==> src/rtl/stopwatch_seq_pkg.sv <==
// Shared definitions for the stopwatch sequencer, its datapath and benches.
// Latency: n/a (types and constants only).
// Backpressure: n/a.
package stopwatch_seq_pkg;

    // Sequencer state encoding; the datapath decodes these values directly.
    typedef enum logic [1:0] {
        ST_IDLE  = 2'd0,
        ST_RUN   = 2'd1,
        ST_PAUSE = 2'd2,
        ST_SPLIT = 2'd3
    } sw_state_e;

    localparam int DEF_TICK_DIV  = 4;
    localparam int DEF_LAP_DEPTH = 4;

endpackage

==> src/rtl/stopwatch_seq_tick_prescaler.sv <==
// Divides clk down to a one-cycle count tick every TICK_DIV enabled cycles.
// Latency: tick is a decode of the phase register, high in the last enabled cycle of each period.
// Backpressure: none; holding en low freezes the phase, clr forces it back to zero.
//
// Ports:
//   clk, reset : system clock, synchronous active-low reset
//   en         : advance the phase this cycle (counting active)
//   clr        : force the phase to zero (sequencer idle)
//   tick       : one-cycle count-advance pulse
module tick_prescaler #(
    parameter int TICK_DIV = 4
) (
    input  logic clk,
    input  logic reset,
    input  logic en,
    input  logic clr,
    output logic tick
);

    localparam int PW = (TICK_DIV > 2) ? $clog2(TICK_DIV) : 1;
    localparam logic [PW-1:0] LAST = PW'(TICK_DIV - 1);

    logic [PW-1:0] phase_q;
    logic [PW-1:0] phase_d;

    always_comb begin
        phase_d = phase_q;
        if (clr) begin
            phase_d = '0;
        end else if (en) begin
            phase_d = (phase_q == LAST) ? '0 : phase_q + PW'(1);
        end
    end

    // Phase only moves while enabled, so a pause keeps the partial period.
    assign tick = en && !clr && (phase_q == LAST);

    always_ff @(posedge clk) begin
        if (!reset) begin
            phase_q <= '0;
        end else begin
            phase_q <= phase_d;
        end
    end

endmodule

==> src/rtl/stopwatch_seq.sv <==
// Stopwatch sequencer: start/stop/split FSM, lap buffer pointer, overflow flag and tick prescaler.
// Latency: a trig/split pulse sampled at an edge changes the outputs right after that edge.
// Backpressure: none; a split against a full lap buffer sets the sticky lap_ovf instead of writing.
//
// Ports:
//   clk, reset      : system clock, synchronous active-low reset
//   trig, split     : debounced one-cycle start/stop and split/clear pulses
//   init_regs       : hold datapath counters at zero (idle)
//   count_enabled   : counting active (run or split)
//   tick            : one-cycle count-advance pulse
//   freeze_display  : show the latched lap value instead of the live count
//   lap_wr_en/addr  : one-cycle lap memory write strobe and its address
//   lap_count/full  : laps stored, buffer full
//   lap_ovf         : sticky, split attempted while full
module stopwatch_seq
    import stopwatch_seq_pkg::*;
#(
    parameter int TICK_DIV  = DEF_TICK_DIV,
    parameter int LAP_DEPTH = DEF_LAP_DEPTH
) (
    input  logic                         clk,
    input  logic                         reset,
    input  logic                         trig,
    input  logic                         split,
    output logic                         init_regs,
    output logic                         count_enabled,
    output logic                         tick,
    output logic                         freeze_display,
    output logic                         lap_wr_en,
    output logic [$clog2(LAP_DEPTH)-1:0] lap_wr_addr,
    output logic [$clog2(LAP_DEPTH):0]   lap_count,
    output logic                         lap_full,
    output logic                         lap_ovf
);

    localparam int AW = $clog2(LAP_DEPTH);
    localparam int CW = AW + 1;
    localparam logic [CW-1:0] FULL_CNT = CW'(LAP_DEPTH);

    sw_state_e     state_q, state_d;
    logic          lap_wr_en_q, lap_wr_en_d;
    logic [AW-1:0] lap_wr_addr_q, lap_wr_addr_d;
    logic [CW-1:0] lap_count_q, lap_count_d;
    logic          lap_ovf_q, lap_ovf_d;

    logic          capture;
    logic          ovf_set;
    logic          clear_laps;

    assign lap_full = (lap_count_q == FULL_CNT);

    // Next-state logic; trig is tested first everywhere so it wins over split.
    always_comb begin
        state_d    = state_q;
        capture    = 1'b0;
        ovf_set    = 1'b0;
        clear_laps = 1'b0;
        case (state_q)
            ST_IDLE: begin
                if (trig) state_d = ST_RUN;
            end
            ST_RUN: begin
                if (trig) begin
                    state_d = ST_PAUSE;
                end else if (split) begin
                    state_d = ST_SPLIT;
                    // A full buffer still freezes the display; the lap is lost.
                    if (lap_full) ovf_set = 1'b1;
                    else          capture = 1'b1;
                end
            end
            ST_SPLIT: begin
                if (trig)       state_d = ST_PAUSE;
                else if (split) state_d = ST_RUN;
            end
            ST_PAUSE: begin
                if (trig) begin
                    state_d = ST_RUN;
                end else if (split) begin
                    state_d    = ST_IDLE;
                    clear_laps = 1'b1;
                end
            end
            default: state_d = ST_IDLE;
        endcase
    end

    // Lap pointer: the write goes to the pre-increment count, so the address
    // can never exceed LAP_DEPTH-1 while writes are blocked when full.
    always_comb begin
        lap_wr_en_d   = capture;
        lap_wr_addr_d = lap_wr_addr_q;
        lap_count_d   = lap_count_q;
        lap_ovf_d     = lap_ovf_q | ovf_set;
        if (clear_laps) begin
            lap_wr_addr_d = '0;
            lap_count_d   = '0;
            lap_ovf_d     = 1'b0;
        end else if (capture) begin
            lap_wr_addr_d = lap_count_q[AW-1:0];
            lap_count_d   = lap_count_q + CW'(1);
        end
    end

    always_ff @(posedge clk) begin
        if (!reset) begin
            state_q       <= ST_IDLE;
            lap_wr_en_q   <= 1'b0;
            lap_wr_addr_q <= '0;
            lap_count_q   <= '0;
            lap_ovf_q     <= 1'b0;
        end else begin
            state_q       <= state_d;
            lap_wr_en_q   <= lap_wr_en_d;
            lap_wr_addr_q <= lap_wr_addr_d;
            lap_count_q   <= lap_count_d;
            lap_ovf_q     <= lap_ovf_d;
        end
    end

    assign init_regs      = (state_q == ST_IDLE);
    assign count_enabled  = (state_q == ST_RUN) || (state_q == ST_SPLIT);
    assign freeze_display = (state_q == ST_SPLIT);
    assign lap_wr_en      = lap_wr_en_q;
    assign lap_wr_addr    = lap_wr_addr_q;
    assign lap_count      = lap_count_q;
    assign lap_ovf        = lap_ovf_q;

    // Phase is cleared while idle so every fresh start gets a full first period.
    tick_prescaler #(
        .TICK_DIV (TICK_DIV)
    ) u_prescaler (
        .clk   (clk),
        .reset (reset),
        .en    (count_enabled),
        .clr   (init_regs),
        .tick  (tick)
    );

endmodule
==> config.mk <==
export PLATFORM = sky130hd
export DESIGN_NAME = stopwatch_seq
export DESIGN_NICKNAME = d
export VERILOG_FILES = /design/src/rtl/stopwatch_seq_pkg.sv /design/src/rtl/stopwatch_seq_tick_prescaler.sv /design/src/rtl/stopwatch_seq.sv
export SDC_FILE = /design/constraint.sdc
export NUM_CORES = 1
export LEC_CHECK = 0
export ABC_AREA = 1
export BUFFER_PORTS_ARGS = -buffer_cell sky130_fd_sc_hd__buf_2
export CAP_MARGIN = 20
export CORE_MARGIN = 5
export CORE_UTILIZATION = 35
export DETAILED_ROUTE_END_ITERATION = 8
export PLACE_DENSITY = 0.59
export SLEW_MARGIN = 20
export SYNTH_ARGS = -nofsm -noshare
export SYNTH_HDL_FRONTEND = slang
export SYNTH_SLANG_ARGS = --single-unit
==> constraint.sdc <==
create_clock -name clk -period 1.7 [get_ports clk]
set_input_delay 0.34 -clock clk [delete_from_list [all_inputs] [get_ports clk]]
set_output_delay 0.34 -clock clk [all_outputs]
set_load 0.02 [all_outputs]
Yosys cells after proc, flatten, opt, wreduce, memory -nomap -nowiden
Cells that the tools add are included.

Add/sub/neg operators: 2. Equal/unequal tests: 9. Muxes and demuxes: 20. Bitwise gates (word level): 2. Reduce and logical (&&, ||, !) cells: 8.

Operator list (number): two-way mux 2 bit (8); two-way mux 1 bit (11); inequality test 3 bit (second input constant) (3); one-hot mux 2 bit (4 select lines) (1); equality test 2 bit (second input constant) (3); AND reduction 4 bit (1); OR reduction 2 bit (2); adder 3 x 1 -> 3 bit (second input constant) (1); equality test 3 bit (second input constant) (1); adder 2 x 1 -> 2 bit (second input constant) (1); equality test 2 x 1 -> 1 bit (second input constant) (1); logical AND 1 bit (2); logical NOT 2 bit (1); inequality test 2 bit (second input constant) (1); logical NOT 1 bit (1); logical OR 1 bit (1); NOT 1 bit (1); OR 1 bit (1).

Register bits after elaboration: 11. Bits of input ports: 4. Output and inout port bits: 12. Word-level logic and storage cells: 47.

Logic depth before layout (Yosys ltp)
Gate-level depths: netlist of run 1.

Depth in word-level cells: 6. Mapped depth: 8. Depth with buffers taken out: 8.

Cells and area by module
Synthesis of run 1 repeated with hierarchy kept, for this count alone.

Cells, all modules: 85. Area total of the unflattened synthesis: 600.6 um2.

By module, submodules not included: stopwatch_seq (times used 1, cells each 70, area an instance 493.0 um2, seq. area each 180.2 um2); tick_prescaler (times used 1, cells each 15, area an instance 107.6 um2, seq. area each 40.0 um2).

Worst setup path before layout of run 1
OpenSTA, ideal clock, no wires.

Kind: register -> register. Start: reg lap_count_q[0], in the netlist lap_count[0]. End: reg lap_count_q[1], in the netlist lap_count[1]. Library setup time: 113 ps. Arrival time: 1238 ps. Required time: 1587 ps. Slack: 349 ps. Cell stages (with the launch flop): 9. Path buffers: 0. Clock period less this slack: 1351 ps. Cell sequence: dfxtp_1 inv_1 ha_1 nand2_2 nand3_1 nor2_1 nand2_1 nand2_1 nor2_1.

Longest elaborated chain between the ends: 5. Elaborated cells between the ends (all ways): 6. Classes of those cells: add/sub: 1; eq/ne: 1; mux: 4.

Ends and longest elaborated chain: from (decl) (RTL line stopwatch_seq.sv:43) `logic [CW-1:0] lap_count_q, lap_count_d;`; from (signal assigned) (RTL line stopwatch_seq.sv:116) `lap_count_q <= lap_count_d;`; equality test 3 bit (RTL line stopwatch_seq.sv:50) `assign lap_full = (lap_count_q == FULL_CNT);`; two-way mux 1 bit (RTL line stopwatch_seq.sv:68) `if (lap_full) ovf_set = 1'b1;`; two-way mux 1 bit (RTL line stopwatch_seq.sv:65) `end else if (split) begin`; two-way mux 1 bit (RTL line stopwatch_seq.sv:63) `if (trig) begin`; two-way mux 1 bit (RTL line stopwatch_seq.sv:58) `case (state_q)`.

Parallel ways exist; a longest one is shown, timed or not. A chain may end at the register's enable or synchronous reset.

Worst setup path after layout of run 1
Start: reg lap_count_q[0], in the netlist lap_count[0]. End: out lap_full.

Longest elaborated chain between the ends: 1.

Ends and longest elaborated chain: equality test 3 bit (RTL line stopwatch_seq.sv:50); to (decl) (RTL line stopwatch_seq.sv:32) `output logic lap_full,`.

No other way between the ends.

==> results.cfg, run 1 <==
[drt]
viasPerCell = 4.38
drt_first_iter_violations = 10
drtAntennaViolNets = 0
wl_mm = 1.10
drc = 0
wl_per_cell_um = 9.42
vias = 513
dr.pass1.iters = 2

[die]
io-pin-count = 16
dieArea_sq_mm = 0.00265
die_w_um = 51.5
core_sq_mm = 0.00169
rows = 15
start_util_pct = 35.7
die_h_um = 51.5

[flow_run]
cap_viol_max_count = 0

[critical_path]
timing.rr.end = lap_count[1]$_SDFFE_PP0P_
startpoint_type = flip-flop
worstSetupEndpointType = output pin
cp.required_ns = 1.36
ff2ff_setup_slack_ns = 0.38
worst-path-max-fanout = 5
crit_chain = inv_1 > ha_1 > nand2_2 > inv_1 > buf_2
path_common_cell = inv_1
slowest_delay_ns = 0.37
arrival_ns = 1.24
path_class = reg -> out
worstReg2RegStart = lap_count[0]$_SDFFE_PP0P_
reg2regPathDepth = 8
cp_slowest_cell = dfxtp_1

[clocking]
cts.sinks = 11
cts_tree = yes
clock_latency_ns = 0.27
post_cts_resized = 0
cts_max_level = 1
postCtsHoldBufs = 0
cts_made_buffers = 3
cts_buffer_depth = 2
path_clk_slew_ns = 0.08
cts_setup_buffers = 0
ctsRootBufferMaster = clkbuf_4

[sta]
worst_pin_slew_ns = 0.436
fin_crit_ns = 1.58
finalSetupViolCount = 0
slew_violations = 0
fin_skew_ns = 0.00494
hold_viol = 0
maxSlewHeadroom_pct = 70.9
rsz0062_at_grt = false
timing.setup.tns_ns = 0
timing.fmax_ghz = 0.632
final.period_utilization_pct = 93.1

[power_and_ir_drop]
p_leak_uw = 0.000371
powerDensity_mw_per_mm2 = 762
vdd_drop_max_mv = 0.485

[synthesis]
synth_compound_area_share_pct = 13.3
ys_seq_area_share_pct = 36.5
synth-xor-area-share_pct = 0
yosys-top-cells-area = dfxtp_1 37%, nand2_1 11%, inv_1 9.3%
synth_fp_nets = 90
yosys.cell_types.count = 20
synth-simple-area-share_pct = 29.9
yosysWarnings = 0
avgSynthCellArea_sq_um = 7.27
synthMuxAreaShare_pct = 0
synth_adder_area_share_pct = 6.22
synth_top_family_by_area = simple AND/OR/NAND/NOR gates
syn_inst = 83
ys_ff_latch = 11
yosysTopAreaCell = dfxtp_1
yosysTopAreaCellShare_pct = 36.5
synth_area_sq_um = 603

[worst_hold_path]
hp-class = in -> reg
min_from = reset
holdPathEnd = state_q[1]$_SDFFE_PN0P_
holdPathStages = 3

[placement]
hpwl_um = 864
place_area_sq_um = 684
globalplace.congestion = 0.720
io_buffer_count = 15

[layout]
mostFrequentLayoutCells = 18 x nand2_1, 15 x inv_1, 15 x buf_2
syn2layout_area_growth_pct = 17.8
finalNetCount = 108
drive_gt1_share_pct = 32.0
final_common_cell = nand2_1
stdcell_area_sq_um = 711
antenna_cells = 0
fillerInstances = 186

[grt]
overflow = 0
grt_max_degree = 13
grt_pass1_vias = 431
antenna_found_initial = 0
grt_usage_pct = 9.46
grt_first_pass_wirelength_mm = 1.81

[run_status]
status = completed
## area by class of cell
| type | count | area [sq um] | area share, % |
|---|---|---|---|
| clock buffers | 4 | 26.3 | 3.70 |
| inverters | 18 | 70.1 | 9.86 |
| multi-input cells | 52 | 298 | 41.9 |
| flip-flops and latches | 11 | 220 | 31.0 |
| well taps | 17 | 21.3 | 2.99 |
| repair buffers | 15 | 75.1 | 10.6 |
## sequential cells by signal, indices dropped and copies added, names as in the netlist
signal and flops:
state_q 2, u_prescaler.phase_q 2, lap_count 3, lap_wr_en 1, lap_wr_addr 2, lap_ovf 1
## logic make-up (layout without fill, tap and decap cells)
kind of cell / count (synthesis) / count (layout)
adders and majority gates: 3 / 3
DFF: 11 / 11
buffers and inverters: 20 / 37
and+or+nand+nor: 38 / 38
AOI/OAI and AO/OA: 11 / 11
## routing by layer
metal  GRT usage, %  share of wire (%)
met1           11.5                 53
met2           12.7                 38
met3           4.01                6.4
met4           7.86                3.3
met5              0                  0
## per-stage QoR
| stage | worst slack [ns] | hold WS (ns) | total power, uW | utilization (%) | cells |
|---|---|---|---|---|---|
| global route | 0.0131 | 0.344 | 563 | 42.1 | 117 |
| global placement | 0.411 | 0.449 | 362 | 40.5 | 113 |
| finish | 0.118 | 0.330 | 542 | 42.1 | 117 |
| CTS | 0.110 | 0.334 | 543 | 42.1 | 117 |
| detailed placement | 0.403 | 0.454 | 362 | 40.5 | 113 |
| floorplan | 0.349 | 0.433 | 344 | - | 83 |
## where the power goes
part / switching [uW] / leakage [uW] / internal (uW)
Combinational: 51.0 / 0.000266 / 26.8
Sequential: 12.1 / 0.0000894 / 266
Clock: 95.1 / 0.0000150 / 90.9
## worst max-delay path by stage
stage,from,end,slack [ns]
2_1_floorplan,lap_count[0]$_SDFFE_PP0P_,lap_count[1]$_SDFFE_PP0P_,0.35
3_3_place_gp,lap_count[1]$_SDFFE_PP0P_,lap_full,0.41
3_5_place_dp,lap_count[0]$_SDFFE_PP0P_,lap_wr_addr[1]$_SDFFE_PP0P_,0.40
4_1_cts,lap_count[0]$_SDFFE_PP0P_,lap_full,0.11
5_1_grt,lap_count[0]$_SDFFE_PP0P_,lap_full,0.01
6_report,lap_count[0]$_SDFFE_PP0P_,lap_full,0.12
## worst max-delay path, delay by kind of cell, from the launching register on
family | cells | cell delay, ns
flops | 1 | 0.37
buf+inv | 3 | 0.29
fa+ha+maj | 1 | 0.20
simple gates | 1 | 0.11
## cell usage after synthesis
library cell	count
nand2_1	18
inv_1	15
dfxtp_1	11
nor2_1	8
o21ai_0	4
a21oi_2	3
ha_1	3
nand3_1	3
a21oi_1	2
inv_2	2
nand2_2	2
nor2_2	2
nor2_4	2
nor3_1	2
a21o_1	1
a21oi_4	1
buf_6	1
clkbuf_1	1
inv_4	1
nand3_2	1
No activity file was read; power rests on OpenSTA's default activity.
==> inputs of run 2 (changes only) <==
--- a/config.mk
+++ b/config.mk
@@ -12,6 +12,7 @@
 export CORE_UTILIZATION = 35
 export DETAILED_ROUTE_END_ITERATION = 8
 export PLACE_DENSITY = 0.59
+export REMOVE_ABC_BUFFERS = 1
 export SLEW_MARGIN = 20
 export SYNTH_ARGS = -nofsm -noshare
 export SYNTH_HDL_FRONTEND = slang
==> run 2 against run 1 <==
Clock power up 5%. Final cell count up 0.85%. Worst setup slack worse by 0.015 ns. Global-route usage up 0.49 points. Sequential power about the same. Hold slack worse by 0.0090 ns. Sequential share of layout area down 0.20 points. Flip-flop and latch count unchanged. Critical path depth unchanged. Routed wire length about the same. Non-clock buffer count up 1. Clock skew up 0.00092 ns. Critical path type unchanged.
==> results.cfg, run 2 (synthesized netlist as in run 1, its figures left out) <==
[critical_path]
cp.depth = 5
path_class = reg -> out
timing.rr.end = lap_wr_addr[1]$_SDFFE_PP0P_
worstReg2RegStart = lap_count[1]$_SDFFE_PP0P_
worst-path-max-fanout = 5
arrival_ns = 1.26
cp.required_ns = 1.36
startpoint_type = flip-flop
reg2regPathDepth = 8
ff2ff_setup_slack_ns = 0.40
path_common_cell = inv_1
slowest_delay_ns = 0.38
worstSetupEndpointType = output pin
cp_slowest_cell = dfxtp_1
path_buf_inv = 3
cpLargestDelayFamily = flip-flops
crit_chain = inv_1 > ha_1 > nand2_2 > inv_1 > buf_2

[die]
rows = 15
die_h_um = 51.5
start_util_pct = 35.7
die_w_um = 51.5
core_sq_mm = 0.00169
dieArea_sq_mm = 0.00265
io-pin-count = 16

[layout]
mostFrequentLayoutCells = 18 x nand2_1, 15 x inv_1, 15 x buf_2
stdcell_area_sq_um = 719
finalNetCount = 109
multi_input_area_sq_um = 298
antenna_cells = 0
syn2layout_area_growth_pct = 19.3
fillerInstances = 189
final_util_pct = 42.6
regArea_sq_um = 221
largest_register_ffs = 3
final_common_cell = nand2_1
final-instance-count-excl-fill = 118
drive_gt1_share_pct = 33.7

[sta]
fin_crit_ns = 1.60
slew_violations = 0
finalSetupViolCount = 0
maxSlewHeadroom_pct = 81.3
fin_skew_ns = 0.00586
final.period_utilization_pct = 93.9
worst_pin_slew_ns = 0.280
timing.fmax_ghz = 0.626
rsz0062_at_grt = false
timing.setup.tns_ns = 0
hold_viol = 0

[power_and_ir_drop]
vdd_drop_max_mv = 0.342
powerDensity_mw_per_mm2 = 769
total_power_uw = 553
p_leak_uw = 0.000376

[placement]
globalplace.congestion = 0.731
placed_cells = 114
io_buffer_count = 15
hpwl_um = 864
place_area_sq_um = 692

[grt]
grt_first_pass_wirelength_mm = 1.88
antenna_found_initial = 0
grt_pass1_vias = 480
overflow = 0
grt_usage_pct = 9.96
grt_max_degree = 9

[drt]
wl_mm = 1.10
wl_per_cell_um = 9.33
drtAntennaViolNets = 0
viasPerCell = 4.47
vias = 528
drc = 0
dr.pass1.iters = 4
drt_first_iter_violations = 4

[worst_hold_path]
holdPathStages = 3
holdPathEnd = state_q[1]$_SDFFE_PN0P_
hp-class = in -> reg
min_from = reset

[clocking]
ctsRootBufferMaster = clkbuf_4
clock_latency_ns = 0.29
cts.sinks = 11
path_clk_slew_ns = 0.08
cts_tree = yes
cts_made_buffers = 3
cts_buffer_depth = 2
cts_max_level = 1

[run_status]
status = completed

[flow_run]
cap_viol_max_count = 0
-- run 2: changes by cell type in the layout (fill, tap and decap cells not counted), sizes merged --
cell,change
buf,+1
-- run 2: worst max-delay path by stage --
stage / from / to / slack (ns)
after floorplan: lap_count[0]$_SDFFE_PP0P_ / lap_count[1]$_SDFFE_PP0P_ / 0.35
after global placement: lap_count[1]$_SDFFE_PP0P_ / lap_full / 0.41
after detailed placement: lap_count[0]$_SDFFE_PP0P_ / lap_wr_addr[1]$_SDFFE_PP0P_ / 0.40
after CTS: lap_count[1]$_SDFFE_PP0P_ / lap_full / 0.09
after global routing: lap_count[1]$_SDFFE_PP0P_ / lap_full / 0.003
final: lap_count[1]$_SDFFE_PP0P_ / lap_full / 0.10
-- run 2: metrics by stage --
step / hold slack (ns) / setup WS, ns
5_1_grt: 0.327 / 0.00277
3_3_place_gp: 0.447 / 0.412
4_1_cts: 0.315 / 0.0878
2_1_floorplan: 0.433 / 0.349
3_5_place_dp: 0.454 / 0.400
6_report: 0.321 / 0.103
-- run 2: metal layers --
metal | global-route usage [%] | vias up | share of wire, %
li1 | - | 286 | -
met1 | 11.7 | 228 | 48
met2 | 14.0 | 11 | 43
met3 | 3.44 | 3 | 6.0
met4 | 9.17 | 0 | 3.5
met5 | 0 | - | 0
-- run 2: area by class of cell --
cell class / count / share of cell area, %
timing repair buffer: 16 / 11.5
inverter: 18 / 9.74
multi-input combinational: 52 / 41.4
sequential: 11 / 30.8
tap: 17 / 2.96
clock buffer: 4 / 3.65
-- run 2: worst register-to-register path, delay by kind of cell (launching register included) --
| kind | cells | cell delay, ns |
|---|---|---|
| adders and majority gates | 1 | 0.19 |
| buffers and inverters | 1 | 0.07 |
| and+or+nand+nor | 6 | 0.55 |
| DFF | 1 | 0.38 |
-- run 2: timing repair --
| item | in CTS | in global routing |
|---|---|---|
| hold endpoints to repair | 0 | 0 |
| resized for setup | 0 | 1 |
| endpoints found under the setup margin | 0 | 1 |
| buffers inserted | 0 | 0 |
| hold buffers | 0 | 0 |
-- run 2: report_power, final --
| part | leakage [uW] | switching, uW | total [uW] | internal, uW |
|---|---|---|---|---|
| sequential | 0.0000898 | 9.95 | 276 | 266 |
| clock | 0.0000150 | 103 | 195 | 91.3 |
| combinational | 0.000272 | 53.4 | 82.5 | 29.1 |
| total | 0.000376 | 167 | 553 | 386 |
